**src/rtl/vga_timing_pkg.sv**
```systemverilog
// Shared 640x480@60 Hz timing constants, derived totals and counter width for
// the VGA timing generator.
package vga_timing_pkg;

  localparam int CNT_W = 10;

  localparam int VGA_H_VISIBLE = 640;
  localparam int VGA_H_FP      = 16;
  localparam int VGA_H_SYNC    = 96;
  localparam int VGA_H_BP      = 48;
  localparam int VGA_V_VISIBLE = 480;
  localparam int VGA_V_FP      = 10;
  localparam int VGA_V_SYNC    = 2;
  localparam int VGA_V_BP      = 33;

  localparam int VGA_H_TOTAL = VGA_H_VISIBLE + VGA_H_FP + VGA_H_SYNC + VGA_H_BP;
  localparam int VGA_V_TOTAL = VGA_V_VISIBLE + VGA_V_FP + VGA_V_SYNC + VGA_V_BP;

  typedef logic [CNT_W-1:0] cnt_t;

  // True when lo <= cnt < lo+len.
  function automatic logic in_window(cnt_t cnt, int lo, int len);
    return (int'(cnt) >= lo) && (int'(cnt) < lo + len);
  endfunction

endpackage

```
**src/rtl/pix_tick_div.sv**
```systemverilog
// Pixel-rate tick divider: pix_tick is high on the clk where the divider sits
// at its last count, so CLK_DIV=1 yields a constantly high tick.
module pix_tick_div #(
  parameter int CLK_DIV = 4
) (
  input  logic clk,
  input  logic rst,
  output logic pix_tick
);

  localparam int DIV_W = (CLK_DIV > 1) ? $clog2(CLK_DIV) : 1;
  localparam logic [DIV_W-1:0] DIV_LAST = DIV_W'(CLK_DIV - 1);

  logic [DIV_W-1:0] div_cnt_q;
  logic [DIV_W-1:0] div_cnt_d;

  always_comb begin
    pix_tick  = (div_cnt_q == DIV_LAST);
    div_cnt_d = pix_tick ? '0 : div_cnt_q + DIV_W'(1);
  end

  always_ff @(posedge clk) begin
    if (rst) begin
      div_cnt_q <= '0;
    end else begin
      div_cnt_q <= div_cnt_d;
    end
  end

endmodule

```
**src/rtl/vga_timing_gen.sv**
```systemverilog
// VGA raster timing: pixel/line counters plus sync, valid and frame_start
// flags, all registered together on each pixel tick.
module vga_timing_gen
  import vga_timing_pkg::*;
#(
  parameter int CLK_DIV   = 4,
  parameter int H_VISIBLE = VGA_H_VISIBLE,
  parameter int H_FP      = VGA_H_FP,
  parameter int H_SYNC    = VGA_H_SYNC,
  parameter int H_BP      = VGA_H_BP,
  parameter int V_VISIBLE = VGA_V_VISIBLE,
  parameter int V_FP      = VGA_V_FP,
  parameter int V_SYNC    = VGA_V_SYNC,
  parameter int V_BP      = VGA_V_BP,
  parameter bit SYNC_POL  = 1'b0
) (
  input  logic             clk,
  input  logic             rst,
  output logic             pix_tick,
  output logic [CNT_W-1:0] h_cnt,
  output logic [CNT_W-1:0] v_cnt,
  output logic             hsync,
  output logic             vsync,
  output logic             valid,
  output logic             frame_start
);

  localparam int H_TOTAL = H_VISIBLE + H_FP + H_SYNC + H_BP;
  localparam int V_TOTAL = V_VISIBLE + V_FP + V_SYNC + V_BP;
  localparam cnt_t H_LAST = cnt_t'(H_TOTAL - 1);
  localparam cnt_t V_LAST = cnt_t'(V_TOTAL - 1);

  if (H_TOTAL > 1024 || V_TOTAL > 1024 || CLK_DIV < 1) begin : g_bad_cfg
    $error("vga_timing_gen: totals must fit 10-bit counters and CLK_DIV must be >= 1");
  end

  cnt_t h_cnt_q, h_cnt_d;
  cnt_t v_cnt_q, v_cnt_d;
  logic hsync_q, hsync_d;
  logic vsync_q, vsync_d;
  logic valid_q, valid_d;
  logic frame_start_q, frame_start_d;

  pix_tick_div #(.CLK_DIV(CLK_DIV)) u_div (
    .clk      (clk),
    .rst      (rst),
    .pix_tick (pix_tick)
  );

  // Flags are decoded from the next counter values so they land on the same
  // edge as the coordinates they describe.
  always_comb begin
    h_cnt_d       = h_cnt_q;
    v_cnt_d       = v_cnt_q;
    hsync_d       = hsync_q;
    vsync_d       = vsync_q;
    valid_d       = valid_q;
    frame_start_d = frame_start_q;
    if (pix_tick) begin
      if (h_cnt_q == H_LAST) begin
        h_cnt_d = '0;
        v_cnt_d = (v_cnt_q == V_LAST) ? '0 : v_cnt_q + cnt_t'(1);
      end else begin
        h_cnt_d = h_cnt_q + cnt_t'(1);
      end
      hsync_d = in_window(h_cnt_d, H_VISIBLE + H_FP, H_SYNC) ? SYNC_POL : !SYNC_POL;
      vsync_d = in_window(v_cnt_d, V_VISIBLE + V_FP, V_SYNC) ? SYNC_POL : !SYNC_POL;
      valid_d = (int'(h_cnt_d) < H_VISIBLE) && (int'(v_cnt_d) < V_VISIBLE);
      frame_start_d = (h_cnt_d == '0) && (v_cnt_d == '0);
    end
  end

  // Counters park at the last position so the first tick lands on (0,0).
  always_ff @(posedge clk) begin
    if (rst) begin
      h_cnt_q       <= H_LAST;
      v_cnt_q       <= V_LAST;
      hsync_q       <= !SYNC_POL;
      vsync_q       <= !SYNC_POL;
      valid_q       <= 1'b0;
      frame_start_q <= 1'b0;
    end else begin
      h_cnt_q       <= h_cnt_d;
      v_cnt_q       <= v_cnt_d;
      hsync_q       <= hsync_d;
      vsync_q       <= vsync_d;
      valid_q       <= valid_d;
      frame_start_q <= frame_start_d;
    end
  end

  assign h_cnt       = h_cnt_q;
  assign v_cnt       = v_cnt_q;
  assign hsync       = hsync_q;
  assign vsync       = vsync_q;
  assign valid       = valid_q;
  assign frame_start = frame_start_q;

endmodule

```
**config.mk**
```make
export PLATFORM = sky130hd
export DESIGN_NAME = vga_timing_gen
export DESIGN_NICKNAME = d
export VERILOG_FILES = /design/src/rtl/vga_timing_pkg.sv /design/src/rtl/pix_tick_div.sv /design/src/rtl/vga_timing_gen.sv
export SDC_FILE = /design/constraint.sdc
export NUM_CORES = 1
export LEC_CHECK = 0
export ABC_AREA = 1
export CORE_MARGIN = 2
export CORE_UTILIZATION = 35
export CTS_CLUSTER_SIZE = 10
export DETAILED_ROUTE_END_ITERATION = 10
export HOLD_SLACK_MARGIN = 0.05
export MAX_ROUTING_LAYER = met4
export PLACE_DENSITY = 0.56
export SYNTH_ARGS = -nofsm -noshare
export SYNTH_HDL_FRONTEND = slang
export SYNTH_SLANG_ARGS = --single-unit
export TNS_END_PERCENT = 50
```
**constraint.sdc**
```tcl
create_clock -name clk -period 1.95 [get_ports clk]
set_input_delay 0.195 -clock clk [delete_from_list [all_inputs] [get_ports clk]]
set_output_delay 0.195 -clock clk [all_outputs]
set_load 0.01 [all_outputs]
```
==> metrics.txt, run 1 <==
port bufs=26; wire length of the first global-routing pass=7680 um; final weighted congestion in routability-driven placement=between 0.8 and 0.9; Fmax achieved=between 500 and 600 MHz; mux contribution to synthesized area=0; cell internal pwr=between 0.9 and 1 mW; root buffer selected by CTS=sky130_fd_sc_hd__clkbuf_8; total count of max-transition violations in the final report=0; Tightest Hold Check Type=reg2reg; pre-CTS worst setup slack=around 90 ps; synthesized area=~1700 sq um; sum of routed wire length over all layers=4510 um; data arrival time at the worst-slack endpoint=slightly below 2000 ps; via density per instance=roughly 5.0; detailed-route DRC error count=0; combinational family with the most area after synthesis=simple AND/OR/NAND/NOR gates; post-route cell area=2140 sq um; sequential element share of the synthesized area=0.310; number of warning messages in the yosys log=0; number of nets at the end of the flow=around 310; count of final hold-check violations=0; clock tree buffer depth=2; I/O pin cnt=27; Worst Setup Start Kind=register; layout overhead on the synthesized area=27.2%; average wire per cell in the routed design=12.7 um; status=completed; H-tree depth=1; Worst Slack Setup Final=between 150 and 200 ps; horizontal extent of the die=around 73 um; clock latency at the later pin of the worst-skew pair=about 270 ps; Final Critical Period=around 1800 ps; number of clock buffers inserted by TritonCTS=3; flops & latches, synth=26; Setup Viol. Count Final=0; remaining antenna violation count=0; share of total power consumed by net switching=0.385; clock edge transition at the registers on the reported setup and hold paths=approximately 90 ps; data required time at the worst endpoint=approximately 2200 ps; Gate Count Post-Synth=~260; starting density of the core=0.361; Static Leak=~1.0 nW; Clock Skew=just over 4 ps; die span in y=between 70 and 80 um; number of instances in the placed design=348; power density of the placed cells=about 760 nW/um^2; Pre-Repair DR Iteration Count=4; Critical Path End Type=register; start-to-end type of the worst setup path=reg2reg; clock group share of total power=0.217; overflow left after global routing=0; total negative slack=0 ps; Relative slew margins=0.646; Filler Cell Count=roughly 500; adder and majority gate portion of the synthesized area=0.0298; die area=between 5000 and 6000 sq um; Cell variety after synth=32; row count=25; fraction of power consumed by sequential logic=0.362; largest fanout of any net on the critical path=7; routed vias=between 1,500 and 2,000; vias in the first global route=between 1,500 and 2,000; number of sinks handled by clock tree synthesis=26; synthesized net count=268; transition time at the pin with the least slew margin=between 500 and 600 ps; largest net degree at the start of global routing=20; compound-gate portion of the synthesized area=0.109; setup repair after global routing missed its margin=no; share of total power in combinational logic=0.421; # diodes=0; GRT Resource Usage Total=0.188; placed wire-length estimate after detailed placement=between 3000 and 4000 um; Tcrit/Tclk final=0.909; switching component of the power=0.624 mW; initial detailed-routing violation count=88; simple-gate share of the synthesized area=0.425; Power Total=around 1.6 mW; fraction of layout instances using a drive strength above 1=0.127; placed inst area=~2100 sq um; number of maximum-capacitance constraint violations=0; Cell Count, Final, Fillers Out=354; worst vdd ir=between 200 and 300 uV; xor/xnor share of the synthesized area=0.0208; Post-CTS Hold Buffers=0; placeable core area=approximately 4700 sq um; average size of a mapped cell=approximately 6.4 sq um; CTS tree=yes; antenna violations before repair=0
[worst max-delay path, stage by stage (launching register included)]
cell	delay (ps)
sky130_fd_sc_hd__dfxtp_1	350
sky130_fd_sc_hd__ha_1	230
sky130_fd_sc_hd__nand2_4	110
sky130_fd_sc_hd__nor2_8	120
sky130_fd_sc_hd__inv_2	60
sky130_fd_sc_hd__nor2_4	200
sky130_fd_sc_hd__buf_4	180
sky130_fd_sc_hd__nand2_1	70
sky130_fd_sc_hd__nand2_1	60
sky130_fd_sc_hd__nand2_1	50
sky130_fd_sc_hd__nor2_1	90
sky130_fd_sc_hd__nand3_1	90
sky130_fd_sc_hd__o21bai_2	130
[flip-flops by register name (all words and copies together), names as in the netlist]
name,flops
h_cnt,10
v_cnt,10
u_div.div_cnt_q,2
frame_start,1
hsync,1
valid,1
vsync,1
[synth_stat cells]
master	n	area, sq um
sky130_fd_sc_hd__nand2_4	2	22.5
sky130_fd_sc_hd__inv_2	5	18.8
sky130_fd_sc_hd__clkbuf_1	1	3.75
sky130_fd_sc_hd__nor3_1	2	10.0
sky130_fd_sc_hd__clkinv_1	3	11.3
sky130_fd_sc_hd__a22oi_1	4	30.0
sky130_fd_sc_hd__xnor2_1	1	8.76
sky130_fd_sc_hd__nor2_4	3	33.8
sky130_fd_sc_hd__buf_6	1	11.3
sky130_fd_sc_hd__nand3b_1	2	15.0
sky130_fd_sc_hd__a21oi_1	2	10.0
sky130_fd_sc_hd__ha_1	4	50.1
sky130_fd_sc_hd__nand3_4	1	17.5
sky130_fd_sc_hd__nand4_1	7	43.8
sky130_fd_sc_hd__dfxtp_1	26	521
sky130_fd_sc_hd__nor2_2	2	12.5
sky130_fd_sc_hd__inv_1	33	124
sky130_fd_sc_hd__o211ai_1	1	7.51
sky130_fd_sc_hd__o21ai_1	9	45.0
sky130_fd_sc_hd__nor2_8	1	20.0
sky130_fd_sc_hd__o22ai_1	8	50.1
sky130_fd_sc_hd__o21bai_2	1	11.3
sky130_fd_sc_hd__nand2_1	67	251
sky130_fd_sc_hd__nor2_1	43	161
sky130_fd_sc_hd__nand2_2	1	6.26
sky130_fd_sc_hd__o22a_1	1	8.76
sky130_fd_sc_hd__o21ai_0	4	20.0
sky130_fd_sc_hd__buf_2	1	5.00
sky130_fd_sc_hd__nand3_1	20	100
sky130_fd_sc_hd__nand3_2	2	20.0
sky130_fd_sc_hd__xor2_1	3	26.3
sky130_fd_sc_hd__buf_1	1	3.75
[layout make-up]
type	count	area (sq um)	area share
clock buffer	4	55.1	0.0258
inverter	41	154	0.0720
multi-input combinational	191	987	0.462
sequential	26	523	0.245
tap	54	67.6	0.0316
timing repair buffer	38	350	0.164
[cell usage in the layout, fill, tap and decap left out, types with 3 or more instances in the layout]
master	instances
sky130_fd_sc_hd__inv_2	5
sky130_fd_sc_hd__nor2_2	3
sky130_fd_sc_hd__o22ai_1	8
sky130_fd_sc_hd__nor2_1	42
sky130_fd_sc_hd__clkbuf_8	4
sky130_fd_sc_hd__nand3_1	20
sky130_fd_sc_hd__dfxtp_1	24
sky130_fd_sc_hd__nand4_1	7
sky130_fd_sc_hd__ha_1	3
sky130_fd_sc_hd__nor2_4	3
sky130_fd_sc_hd__inv_1	33
sky130_fd_sc_hd__buf_4	12
sky130_fd_sc_hd__nand2_1	67
sky130_fd_sc_hd__a22oi_1	4
sky130_fd_sc_hd__xor2_1	3
sky130_fd_sc_hd__clkinv_1	3
sky130_fd_sc_hd__o21ai_1	9
sky130_fd_sc_hd__clkdlybuf4s50_1	26
sky130_fd_sc_hd__o21ai_0	4
[logic make-up after synthesis]
logic type                 after synthesis
AOI/OAI and AO/OA                       30
and+or+nand+nor                        153
adders and majority gates                4
DFF                                     26
xor gates and xnor gates                 4
buffers and inverters                   45
[metal layers]
layer | up-vias | track usage | wire length (um)
li1 | 920 | - | -
met1 | 801 | 0.245 | 2100
met2 | 44 | 0.312 | 2160
met3 | 6 | 0.0178 | 202
met4 | 0 | 0.0485 | 39
met5 | - | - | 0
[power groups by stage]
stage          logic (mW)  clock network [mW]  registers [mW]
3_5_place_dp        0.655                   0           0.598
3_3_place_gp        0.653                   0           0.597
5_1_grt             0.756               0.384           0.591
4_1_cts             0.657               0.369           0.586
2_1_floorplan       0.468                   0           0.607
6_report            0.682               0.352           0.586
[what timing repair did]
| action | in CTS | in global routing |
|---|---|---|
| setup buffers | 0 | 2 |
| hold endpoints to repair | 0 | 0 |
| resized for setup | 0 | 4 |
| setup endpoints to repair | 0 | 3 |
[through the flow]
step	utilization	hold slack, ps
final	0.459	426
after global routing	0.459	454
after CTS	0.454	432
after detailed placement	0.442	418
after global placement	0.442	407
after floorplan	-	326
[worst paths after layout]
| kind | from | endpoint | slack, ps | depth (start not counted) |
|---|---|---|---|---|
| setup / recovery | h_cnt[0] | frame_start | 180 | 12 |
| setup reg to reg | h_cnt[0] | frame_start | 180 | 12 |
| hold reg to reg | u_div.div_cnt_q[0] | u_div.div_cnt_q[0] | 430 | 1 |
| hold / removal | u_div.div_cnt_q[0] | u_div.div_cnt_q[0] | 430 | 1 |
(Power assumes the default switching activity.)
==> run 2: changes to the inputs <==
- clock period: 1.95 -> 2 ns (I/O delays scaled with it)
==> run 2 against run 1 <==
Against the previous run: largest power group unchanged; clock skew increased by 4.8 ps; critical path depth did not move; sequential cell count unchanged; highest routed layer unchanged; worst setup slack got worse by 21 ps; cell area is 2.2% higher; via count decreased by 3.1%; sequential share of layout area decreased by 0.63 points; cell count up 1.1%; die area unchanged; fmax is 3.8% lower.
==> metrics.txt, run 2 (synthesis results as in run 1) <==
port bufs=26; root buffer selected by CTS=sky130_fd_sc_hd__clkbuf_8; Tightest Hold Check Type=reg2reg; combined area of the multi-input logic cells=just under 1000 sq um; critical-path cell with the highest stage delay=sky130_fd_sc_hd__dfxtp_1; number of buffers and inverters on the critical path=2; layout overhead on the synthesized area=29.9%; placed wire-length estimate after detailed placement=roughly 3400 um; average wire per cell in the routed design=12.3 um; setup repair after global routing missed its margin=no; most frequent cells in the layout=67 x sky130_fd_sc_hd__nand2_1, 43 x sky130_fd_sc_hd__nor2_1, 33 x sky130_fd_sc_hd__inv_1, 26 x sky130_fd_sc_hd__dfxtp_1, 26 x sky130_fd_sc_hd__clkdlybuf4s50_1; starting density of the core=0.361; Final Critical Period=between 1500 and 2000 ps; clock tree buffer depth=2; die area=between 5000 and 6000 sq um; transition time at the pin with the least slew margin=464 ps; Setup Viol. Count Final=0; Pre-Repair DR Iteration Count=4; total count of max-transition violations in the final report=0; CTS tree=yes; detailed-route DRC error count=0; sum of routed wire length over all layers=between 4000 and 5000 um; I/O pin cnt=27; Static Leak=roughly 1.0 nW; register cell area after layout=approximately 520 sq um; fraction of layout instances using a drive strength above 1=0.128; Filler Cell Count=approximately 500; Critical Path, Cell by Cell=ha_1, nand2_4, nor2_8, inv_2, nor2_4, buf_4, nand2_4, nand3_2, nand2_1, nor2_1, nand3_1, o21bai_2; overflow left after global routing=0; # diodes=0; power density of the placed cells=approximately 800 nW/um^2; Critical Path End Type=register; via density per instance=4.79; critical path's most frequent cell=sky130_fd_sc_hd__nand2_4; antenna violations before repair=0; total negative slack=0 ps; clock latency at the later pin of the worst-skew pair=around 280 ps; wire length of the first global-routing pass=around 7300 um; data required time at the worst endpoint=roughly 2200 ps; H-tree depth=1; routed vias=1,716; number of clock buffers inserted by TritonCTS=3; vias in the first global route=around 1,600; Worst Setup Start Kind=register; number of nets at the end of the flow=311; GRT Resource Usage Total=0.178; post-route cell area=between 2000 and 2500 sq um; largest fanout of any net on the critical path=7; clock edge transition at the registers on the reported setup and hold paths=100 ps; largest net degree at the start of global routing=20; data arrival time at the worst-slack endpoint=2060 ps; Clock Skew=8.85 ps; initial detailed-routing violation count=106; Crit path max-delay family=simple AND/OR/NAND/NOR gates; commonest non-fill, non-tap cell in the layout=sky130_fd_sc_hd__nand2_1; start-to-end type of the worst setup path=reg2reg; Tcrit/Tclk final=0.922; largest stage delay on the critical path=~350 ps; status=completed; remaining antenna violation count=0; count of final hold-check violations=0; share of the core filled with cells in the final layout=0.468; worst hold slack=430 ps; number of maximum-capacitance constraint violations=0; placed inst area=2060 sq um; worst vdd ir=approximately 420 uV; Fmax achieved=approximately 540 MHz; final weighted congestion in routability-driven placement=0.868; Relative slew margins=0.689; row count=25; horizontal extent of the die=about 73 um; number of sinks handled by clock tree synthesis=26; die span in y=~73 um; placeable core area=4660 sq um
## run 2: where the power goes
part           switching (mW)  total, mW  leakage [nW]  internal [mW]
clock                   0.178      0.446        0.0357          0.268
combinational           0.421      0.705         0.788          0.284
sequential             0.0268      0.571         0.211          0.544
## run 2: worst paths after layout
kind                                         start            endpoint  slack, ps  cells after the start
worst max register to register            h_cnt[0]         frame_start        160                     12
worst min register to register  u_div.div_cnt_q[0]  u_div.div_cnt_q[0]        430                      1
worst max-delay path                      h_cnt[0]         frame_start        160                     12
worst min-delay path            u_div.div_cnt_q[0]  u_div.div_cnt_q[0]        430                      1
## run 2: repair_timing
action | 4_1_cts | 5_1_grt
endpoints found under the hold margin | 0 | 0
hold buffers | 0 | 0
resized for setup | 0 | 2
endpoints found under the setup margin | 0 | 4
setup buffers | 0 | 6
## run 2: layout make-up
class                      count  share of cell area
clock buffer                   3              0.0189
clock inverter                 1              0.0138
inverter                      41              0.0705
multi-input combinational    191               0.453
sequential                    26               0.238
tap                           54              0.0309
timing repair buffer          42               0.174
## run 2: worst register-to-register path, cell delays in order (launching register included)
cell and delay, ps:
sky130_fd_sc_hd__dfxtp_1 350, sky130_fd_sc_hd__ha_1 230, sky130_fd_sc_hd__nand2_4 110, sky130_fd_sc_hd__nor2_8 170, sky130_fd_sc_hd__inv_2 70, sky130_fd_sc_hd__nor2_4 140
sky130_fd_sc_hd__buf_4 150, sky130_fd_sc_hd__nand2_4 60, sky130_fd_sc_hd__nand3_2 120, sky130_fd_sc_hd__nand2_1 50, sky130_fd_sc_hd__nor2_1 130, sky130_fd_sc_hd__nand3_1 110
sky130_fd_sc_hd__o21bai_2 120
## run 2: stage by stage
stage	setup WS [ps]	std cells	power, mW
global placement	122	348	1.21
global route	30.6	358	1.85
CTS	66.5	352	1.66
floorplan	178	262	1.05
detailed placement	86.4	348	1.21
finish	156	358	1.72
## run 2: routing by layer
metal,vias up,track usage,part of all wire
met1,759,0.226,0.51
met4,0,0.0566,0.016
li1,920,-,-
met2,30,0.298,0.45
met3,7,0.0165,0.026
met5,-,-,0
